[config.mk]
export PLATFORM = sky130hd
export DESIGN_NAME = rf_wb_arbiter_flat
export DESIGN_NICKNAME = d
export VERILOG_FILES = /design/src/rtl/mips_pkg.sv /design/src/rtl/rf_wb_arbiter_if.sv /design/src/rtl/wb_fifo.sv /design/src/rtl/rf_wb_arbiter.sv /design/src/flat_wrapper.sv
export SDC_FILE = /design/constraint.sdc
export NUM_CORES = 1
export LEC_CHECK = 0
export CORE_AREA = 8 8 133 135
export DETAILED_ROUTE_END_ITERATION = 6
export DIE_AREA = 0 0 141 143
export DONT_BUFFER_PORTS = 1
export HOLD_SLACK_MARGIN = 0.1
export PLACE_DENSITY_LB_ADDON = 0.12
export SYNTH_ARGS = -nofsm -noshare
export SYNTH_HDL_FRONTEND = slang
export SYNTH_SLANG_ARGS = --single-unit
export TNS_END_PERCENT = 20
[constraint.sdc]
create_clock -name clk -period 5.1 [get_ports clk]
set_input_delay 0.765 -clock clk [delete_from_list [all_inputs] [get_ports clk]]
set_output_delay 0.765 -clock clk [all_outputs]
set_load 0.03 [all_outputs]
[src/rtl/mips_pkg.sv]
// Shared MIPS datapath constants and the writeback record used by the
// register-file writeback arbiter and its result buffer.
package mips_pkg;

  localparam int REG_W    = 5;
  localparam int DATA_W   = 32;
  localparam int NUM_REGS = 32;

  typedef struct packed {
    logic              we;
    logic [REG_W-1:0]  wreg;
    logic [DATA_W-1:0] data;
  } wb_rec_t;

  // Which requester owns the register-file write port at the coming edge.
  typedef enum logic [1:0] {
    SRC_NONE,
    SRC_PIPE,
    SRC_MD
  } wbSrc_e;

  // Register 0 is hardwired to zero, so writes to it must never assert RegWrite.
  function automatic logic isWritable(input logic [REG_W-1:0] r);
    return r != '0;
  endfunction

endpackage

[src/rtl/rf_wb_arbiter_if.sv]
// Writeback bus between the pipeline / mul-div unit and the register-file
// writeback arbiter; the arbiter uses the slave side.
interface rf_wb_if;
  import mips_pkg::*;

  logic              pipe_we;
  logic [REG_W-1:0]  pipe_wreg;
  logic [DATA_W-1:0] pipe_wdata;
  logic              pipe_stall;

  logic              md_valid;
  logic [REG_W-1:0]  md_wreg;
  logic [DATA_W-1:0] md_wdata;
  logic              md_ready;

  logic              md_issue;
  logic [REG_W-1:0]  md_issue_reg;

  logic [REG_W-1:0]  rs;
  logic [REG_W-1:0]  rt;
  logic              rs_busy;
  logic              rt_busy;

  logic              RegWrite;
  logic [REG_W-1:0]  WriteReg;
  logic [DATA_W-1:0] WriteData;

  modport master (
    output pipe_we, pipe_wreg, pipe_wdata,
    output md_valid, md_wreg, md_wdata,
    output md_issue, md_issue_reg,
    output rs, rt,
    input  pipe_stall, md_ready, rs_busy, rt_busy,
    input  RegWrite, WriteReg, WriteData
  );

  modport slave (
    input  pipe_we, pipe_wreg, pipe_wdata,
    input  md_valid, md_wreg, md_wdata,
    input  md_issue, md_issue_reg,
    input  rs, rt,
    output pipe_stall, md_ready, rs_busy, rt_busy,
    output RegWrite, WriteReg, WriteData
  );

endinterface

[src/rtl/wb_fifo.sv]
// In-order FIFO for buffered mul/div results; DEPTH must be a power of two.
// Pushes while full and pops while empty are ignored.
module wb_fifo #(
  parameter int DEPTH = 2,
  parameter int WIDTH = 38
) (
  input  logic             clk,
  input  logic             rst,
  input  logic             push,
  input  logic [WIDTH-1:0] pushData,
  input  logic             pop,
  output logic [WIDTH-1:0] head,
  output logic             full,
  output logic             empty
);

  localparam int AW = (DEPTH > 1) ? $clog2(DEPTH) : 1;

  logic [WIDTH-1:0] mem [DEPTH];
  logic [AW:0]      wrPtr;
  logic [AW:0]      rdPtr;
  logic             doPush;
  logic             doPop;

  // Pointers carry one extra wrap bit so full and empty are distinguishable.
  assign empty  = (wrPtr == rdPtr);
  assign full   = (wrPtr[AW] != rdPtr[AW]) && (wrPtr[AW-1:0] == rdPtr[AW-1:0]);
  assign doPush = push && !full;
  assign doPop  = pop && !empty;
  assign head   = mem[rdPtr[AW-1:0]];

  always_ff @(posedge clk) begin
    if (rst) begin
      wrPtr <= '0;
      rdPtr <= '0;
    end else begin
      if (doPush) wrPtr <= wrPtr + (AW+1)'(1);
      if (doPop)  rdPtr <= rdPtr + (AW+1)'(1);
    end
  end

  always_ff @(posedge clk) begin
    if (doPush && !rst) mem[wrPtr[AW-1:0]] <= pushData;
  end

endmodule

[src/rtl/rf_wb_arbiter.sv]
// Register-file writeback arbiter: pipeline writes take priority, mul/div
// results wait in a FIFO, and a starvation guard periodically stalls the pipe.
module rf_wb_arbiter
  import mips_pkg::*;
#(
  parameter int MD_DEPTH     = 2,
  parameter int STARVE_LIMIT = 4
) (
  input  logic     clk,
  input  logic     rst,
  rf_wb_if.slave   bus
);

  localparam int CNT_W = $clog2(STARVE_LIMIT + 1);

  wb_rec_t           mdRec;
  wb_rec_t           headRec;
  logic              fifoFull;
  logic              fifoEmpty;
  logic              push;
  logic              pop;
  logic              pipeTaken;
  wbSrc_e            src;

  logic [CNT_W-1:0]    starveCnt;
  logic [CNT_W-1:0]    starveCntNext;
  logic                stallNext;
  logic [NUM_REGS-1:0] busy;
  logic [NUM_REGS-1:0] busyNext;
  logic                regWriteNext;
  logic [REG_W-1:0]    writeRegNext;
  logic [DATA_W-1:0]   writeDataNext;

  assign bus.md_ready = !fifoFull && !rst;
  assign push         = bus.md_valid && bus.md_ready;
  assign mdRec        = '{we: isWritable(bus.md_wreg), wreg: bus.md_wreg, data: bus.md_wdata};

  // Bit 0 of busy is held at zero, so register 0 always reads not-busy.
  assign bus.rs_busy  = busy[bus.rs];
  assign bus.rt_busy  = busy[bus.rt];

  wb_fifo #(
    .DEPTH (MD_DEPTH),
    .WIDTH ($bits(wb_rec_t))
  ) u_fifo (
    .clk      (clk),
    .rst      (rst),
    .push     (push),
    .pushData (mdRec),
    .pop      (pop),
    .head     (headRec),
    .full     (fifoFull),
    .empty    (fifoEmpty)
  );

  // Arbitration: a taken pipe write wins, otherwise drain the buffer head.
  always_comb begin
    src       = SRC_NONE;
    pipeTaken = bus.pipe_we && !bus.pipe_stall;
    if (pipeTaken)       src = SRC_PIPE;
    else if (!fifoEmpty) src = SRC_MD;
    pop = (src == SRC_MD) && !rst;
  end

  always_comb begin
    starveCntNext = starveCnt;
    stallNext     = 1'b0;
    if (fifoEmpty || src == SRC_MD) begin
      starveCntNext = '0;
    end else if (src == SRC_PIPE) begin
      if (starveCnt == CNT_W'(STARVE_LIMIT - 1)) begin
        starveCntNext = '0;
        stallNext     = 1'b1;
      end else begin
        starveCntNext = starveCnt + CNT_W'(1);
      end
    end
  end

  // A new issue to the same register outranks the clear from a retiring result.
  always_comb begin
    busyNext = busy;
    if (pop && isWritable(headRec.wreg))
      busyNext[headRec.wreg] = 1'b0;
    if (bus.md_issue && isWritable(bus.md_issue_reg))
      busyNext[bus.md_issue_reg] = 1'b1;
    busyNext[0] = 1'b0;
  end

  always_comb begin
    regWriteNext  = 1'b0;
    writeRegNext  = bus.WriteReg;
    writeDataNext = bus.WriteData;
    unique case (src)
      SRC_PIPE: begin
        regWriteNext  = isWritable(bus.pipe_wreg);
        writeRegNext  = bus.pipe_wreg;
        writeDataNext = bus.pipe_wdata;
      end
      SRC_MD: begin
        regWriteNext  = headRec.we;
        writeRegNext  = headRec.wreg;
        writeDataNext = headRec.data;
      end
      default: ;
    endcase
  end

  always_ff @(posedge clk) begin
    if (rst) begin
      bus.RegWrite   <= 1'b0;
      bus.WriteReg   <= '0;
      bus.WriteData  <= '0;
      bus.pipe_stall <= 1'b0;
      starveCnt      <= '0;
      busy           <= '0;
    end else begin
      bus.RegWrite   <= regWriteNext;
      bus.WriteReg   <= writeRegNext;
      bus.WriteData  <= writeDataNext;
      bus.pipe_stall <= stallNext;
      starveCnt      <= starveCntNext;
      busy           <= busyNext;
    end
  end

endmodule

[src/flat_wrapper.sv]
// flat-port wrapper written by rule: the top's interface ports become plain ports
module rf_wb_arbiter_flat import mips_pkg::*;
#(
  parameter int MD_DEPTH     = 2,
  parameter int STARVE_LIMIT = 4
)
  (clk, rst, bus_pipe_we, bus_pipe_wreg, bus_pipe_wdata, bus_md_valid, bus_md_wreg, bus_md_wdata, bus_md_issue, bus_md_issue_reg, bus_rs, bus_rt, bus_pipe_stall, bus_md_ready, bus_rs_busy, bus_rt_busy, bus_RegWrite, bus_WriteReg, bus_WriteData);
  rf_wb_if bus_i ();
  input  logic clk;
  input  logic rst;
  input wire logic [$bits(bus_i.pipe_we)-1:0] bus_pipe_we;
  input wire logic [$bits(bus_i.pipe_wreg)-1:0] bus_pipe_wreg;
  input wire logic [$bits(bus_i.pipe_wdata)-1:0] bus_pipe_wdata;
  input wire logic [$bits(bus_i.md_valid)-1:0] bus_md_valid;
  input wire logic [$bits(bus_i.md_wreg)-1:0] bus_md_wreg;
  input wire logic [$bits(bus_i.md_wdata)-1:0] bus_md_wdata;
  input wire logic [$bits(bus_i.md_issue)-1:0] bus_md_issue;
  input wire logic [$bits(bus_i.md_issue_reg)-1:0] bus_md_issue_reg;
  input wire logic [$bits(bus_i.rs)-1:0] bus_rs;
  input wire logic [$bits(bus_i.rt)-1:0] bus_rt;
  output wire logic [$bits(bus_i.pipe_stall)-1:0] bus_pipe_stall;
  output wire logic [$bits(bus_i.md_ready)-1:0] bus_md_ready;
  output wire logic [$bits(bus_i.rs_busy)-1:0] bus_rs_busy;
  output wire logic [$bits(bus_i.rt_busy)-1:0] bus_rt_busy;
  output wire logic [$bits(bus_i.RegWrite)-1:0] bus_RegWrite;
  output wire logic [$bits(bus_i.WriteReg)-1:0] bus_WriteReg;
  output wire logic [$bits(bus_i.WriteData)-1:0] bus_WriteData;
  assign bus_i.pipe_we = bus_pipe_we;
  assign bus_i.pipe_wreg = bus_pipe_wreg;
  assign bus_i.pipe_wdata = bus_pipe_wdata;
  assign bus_i.md_valid = bus_md_valid;
  assign bus_i.md_wreg = bus_md_wreg;
  assign bus_i.md_wdata = bus_md_wdata;
  assign bus_i.md_issue = bus_md_issue;
  assign bus_i.md_issue_reg = bus_md_issue_reg;
  assign bus_i.rs = bus_rs;
  assign bus_i.rt = bus_rt;
  assign bus_pipe_stall = bus_i.pipe_stall;
  assign bus_md_ready = bus_i.md_ready;
  assign bus_rs_busy = bus_i.rs_busy;
  assign bus_rt_busy = bus_i.rt_busy;
  assign bus_RegWrite = bus_i.RegWrite;
  assign bus_WriteReg = bus_i.WriteReg;
  assign bus_WriteData = bus_i.WriteData;
  rf_wb_arbiter #(.MD_DEPTH(MD_DEPTH), .STARVE_LIMIT(STARVE_LIMIT)) u_core (.clk(clk), .rst(rst), .bus(bus_i));
endmodule
==> summary.md <==
| Metric | Value |
|---|---|
| Worst slack, placed | `2.16 ns` |
| Post-CTS Setup Bufs | `0` |
| Post-DRT Antenna Nets | `0` |
| Worst reg-to-reg setup slack | `2.47 ns` |
| Cts bufs inserted | `17` |
| Hold buffers post-CTS | `0` |
| H-tree levels | `4` |
| IO Count | `136` |
| R2R Path Start | `u_core.bus.pipe_stall$_SDFF_PP0_` |
| Worst R2R End | `u_core.busy[5]$_SDFF_PP0_` |
| Synth unique cells | `50` |
| All-Layer GR Usage | `18.2%` |
| Hold path cells | `1` |
| Largest net degree at the start of global routing | `80` |
| Pwr dens | `458 nW/um^2` |
| Most common library cells after synthesis | `dfxtp_1 (78), a21oi_1 (77), edfxtp_1 (76), nand2_1 (66)` |
| Top-area cell type share of the netlist area | `33.3%` |
| Mapped cell area | `6850 um^2` |
| Setup WS post-layout | `2.15 ns` |
| Inserted Diodes | `0` |
| Iter 0 DRT Violations | `419` |
| # rows | `46` |
| Static Leak | `0.00239 uW` |
| Clock Skew | `0.00711 ns` |
| Syn nets | `697` |
| Fin crit period | `2.95 ns` |
| Outcome | `completed` |
| Yosys warnings | `0` |
| Routed WL per cell | `22.1 um` |
| Clk Latency, worst-skew pair | `0.42 ns` |
| R2r worst-path depth | `4` |
| Post-CTS sizing | `0` |
| WL final | `17900 um` |
| Crit path max-delay family | `simple AND/OR/NAND/NOR gates` |
| Critical path buffers and inverters | `0` |
| Remaining global-route overflow | `0` |
| CTS Buffer Depth | `2` |
| Largest cells by area after synthesis | `edfxtp_1 (33%), dfxtp_1 (23%), a21oi_1 (5.6%)` |
| Synth async-reset ratio | `0%` |
| Crit end category | `primary output` |
| Setup violations, final | `0` |
| Final Cell Area | `7590 um^2` |
| CTS tree | `built` |
| Post-DP HPWL | `12300 um` |
| Min-delay worst type | `in -> reg` |
| Maximum operating frequency | `339 MHz` |
| Number of synthesized flops with an enable pin | `76` |
| Post-synthesis cell count | `602` |
| Vias in the first global route | `4909` |
| Worst Path Required | `4.34 ns` |
| Initial Util | `43.9%` |
| Fin crit share | `57.8%` |
| GPL Wtd Cong | `0.885` |
| Most frequent cell after synthesis | `dfxtp_1` |
| Crit path kind | `reg -> out` |
| Clk slew on worst S/H paths | `0.06 ns` |
| Least-Margin Pin Slew | `1.09 ns` |
| Initial DRT Pass Iterations | `5` |
| Slew Limit Headroom | `26.0%` |
| Type of origin of the critical path | `flip-flop` |
| Width of the die | `141 um` |
| First-pass GRT wire length | `28000 um` |
| Post-route DRC | `0` |
| Worst path arrival time | `2.18 ns` |
| Hold Path End | `u_core.bus.WriteData[14]$_SDFFE_PP0P_` |
| Flops & latches, synth | `154` |
| Slowest CP cell | `or4_1` |
| DIE AREA | `20200 um^2` |
| Core area | `15600 um^2` |
| Hold Path Origin | `rst` |
| Critical path, cell by cell | `mux2_1, a221oi_1, a2111oi_0, or4_1` |
| Post-DP Area | `6970 um^2` |
| Sequential area share after synthesis | `56.1%` |
| Max cap viols | `0` |
| Chip Height | `143 um` |
| Worst path max stage delay | `0.71 ns` |
| Area leader, netlist | `edfxtp_1` |
| Area Growth Syn to Fin | `10.8%` |
| DR vias | `4792` |
| Layout cells sized above 1 | `10.5%` |
| Largest fanout on the critical path | `3` |
| Via density | `5.92` |
| Final #Nets | `675` |
| IR drop worst, VDD | `0.249 mV` |
| Main synth FF type | `dfxtp_1` |
| Filler instances | `1439` |
| Avg Inst Size Synth | `11.4 um^2` |
| CTS root buf | `clkbuf_16` |
| Final Slew Violations | `0` |
| Unrepaired setup endpoints after global routing | `no` |
| Initial antenna violation count | `0` |
| Final Hold Vio Count | `0` |
| Sum Neg Setup Slack | `0 ns` |
| Port bufs | `0` |
| CTS sink cnt | `154` |
==> per-layer routing <==
layer / vias to the layer above / GRT usage [%] / routed length, um
li1: 2268 / - / -
met1: 2324 / 20.6 / 7190
met2: 180 / 29.5 / 8690
met3: 20 / 8.78 / 1770
met4: 0 / 6.00 / 271
met5: - / 0 / 0
==> cells by family after synthesis <==
logic type | share of synthesized area (%)
flip-flops | 56.1
AND/OR/NAND/NOR | 9.53
buffers and inverters | 3.87
AO/OA/AOI/OAI | 18.8
XOR/XNOR | 1.28
multiplexers | 10.2
adder cells (fa/ha/maj) | 0.183
==> power by group <==
part	internal (uW)	switching, uW
combinational	209	384
sequential	1400	166
clock	820	505
total	2430	1060
==> stage by stage <==
| step | std cells | power, uW | utilization [%] | hold slack, ns |
|---|---|---|---|---|
| floorplan | 602 | 2060 | - | 0.408 |
| global placement | 777 | 2180 | 44.7 | 0.417 |
| detailed placement | 777 | 2190 | 44.7 | 0.432 |
| CTS | 809 | 3510 | 48.7 | 0.395 |
| global route | 809 | 3630 | 48.7 | 0.391 |
| finish | 809 | 3480 | 48.7 | 0.415 |
==> cell type report <==
cell class,instances,area [um^2],area share [%]
Clock inverter,15,198,2.60
Multi-Input combinational cell,392,2780,36.6
Tap cell,216,270,3.56
Sequential cell,154,3840,50.6
Inverter,10,37.5,0.494
Clock buffer,17,425,5.60
Timing Repair Buffer,5,37.5,0.494
==> state kept, by name, summed over array words and instances (netlist names), named ones only <==
name,cells
u_core.bus.WriteData,32
u_core.bus.WriteReg,5
u_core.busy,31
u_core.bus.pipe_stall,1
u_core.u_fifo.rdPtr,2
u_core.u_fifo.mem,76
u_core.bus.RegWrite,1
u_core.u_fifo.wrPtr,2
u_core.starveCnt,3
==> placed cells by master, fill, tap and decap left out, types with 3 or more instances in the layout <==
| cell | synthesis | routed |
|---|---|---|
| a211oi_1 | 9 | 9 |
| buf_4 | 6 | 5 |
| or4_1 | 3 | 3 |
| nand2_1 | 66 | 66 |
| mux4_2 | 14 | 14 |
| o211ai_1 | 36 | 36 |
| clkbuf_16 | 0 | 17 |
| and4b_1 | 3 | 3 |
| dfxtp_1 | 78 | 77 |
| mux2i_1 | 34 | 33 |
| o41ai_1 | 22 | 22 |
| nand4_1 | 4 | 4 |
| nand3_1 | 4 | 4 |
| nor2_1 | 15 | 15 |
| a21oi_1 | 77 | 77 |
| nor3_1 | 7 | 7 |
| inv_6 | 0 | 3 |
| inv_1 | 10 | 10 |
| clkinv_4 | 0 | 3 |
| nand2b_1 | 7 | 6 |
| xnor2_1 | 3 | 3 |
| bufinv_16 | 0 | 4 |
| o22a_1 | 4 | 4 |
| o21ai_0 | 36 | 36 |
| edfxtp_1 | 76 | 76 |
| nor2b_1 | 10 | 9 |
==> how the worst max path moves through the flow <==
stage / startpoint / end / slack, ns / cells past startpoint
final: u_core.busy[3]$_SDFF_PP0_ / bus_rs_busy / 2.15 / 4
after global routing: u_core.busy[1]$_SDFF_PP0_ / bus_rs_busy / 2.06 / 4
after CTS: u_core.busy[3]$_SDFF_PP0_ / bus_rs_busy / 2.14 / 4
after global placement: bus_rt[1] / bus_rt_busy / 2.24 / 4
after floorplan: rst / u_core.u_fifo.mem[1][0]$_DFFE_PP_ / 1.14 / 2
after detailed placement: bus_rs[1] / bus_rs_busy / 2.16 / 4
Power figures use the tool's default switching activity.
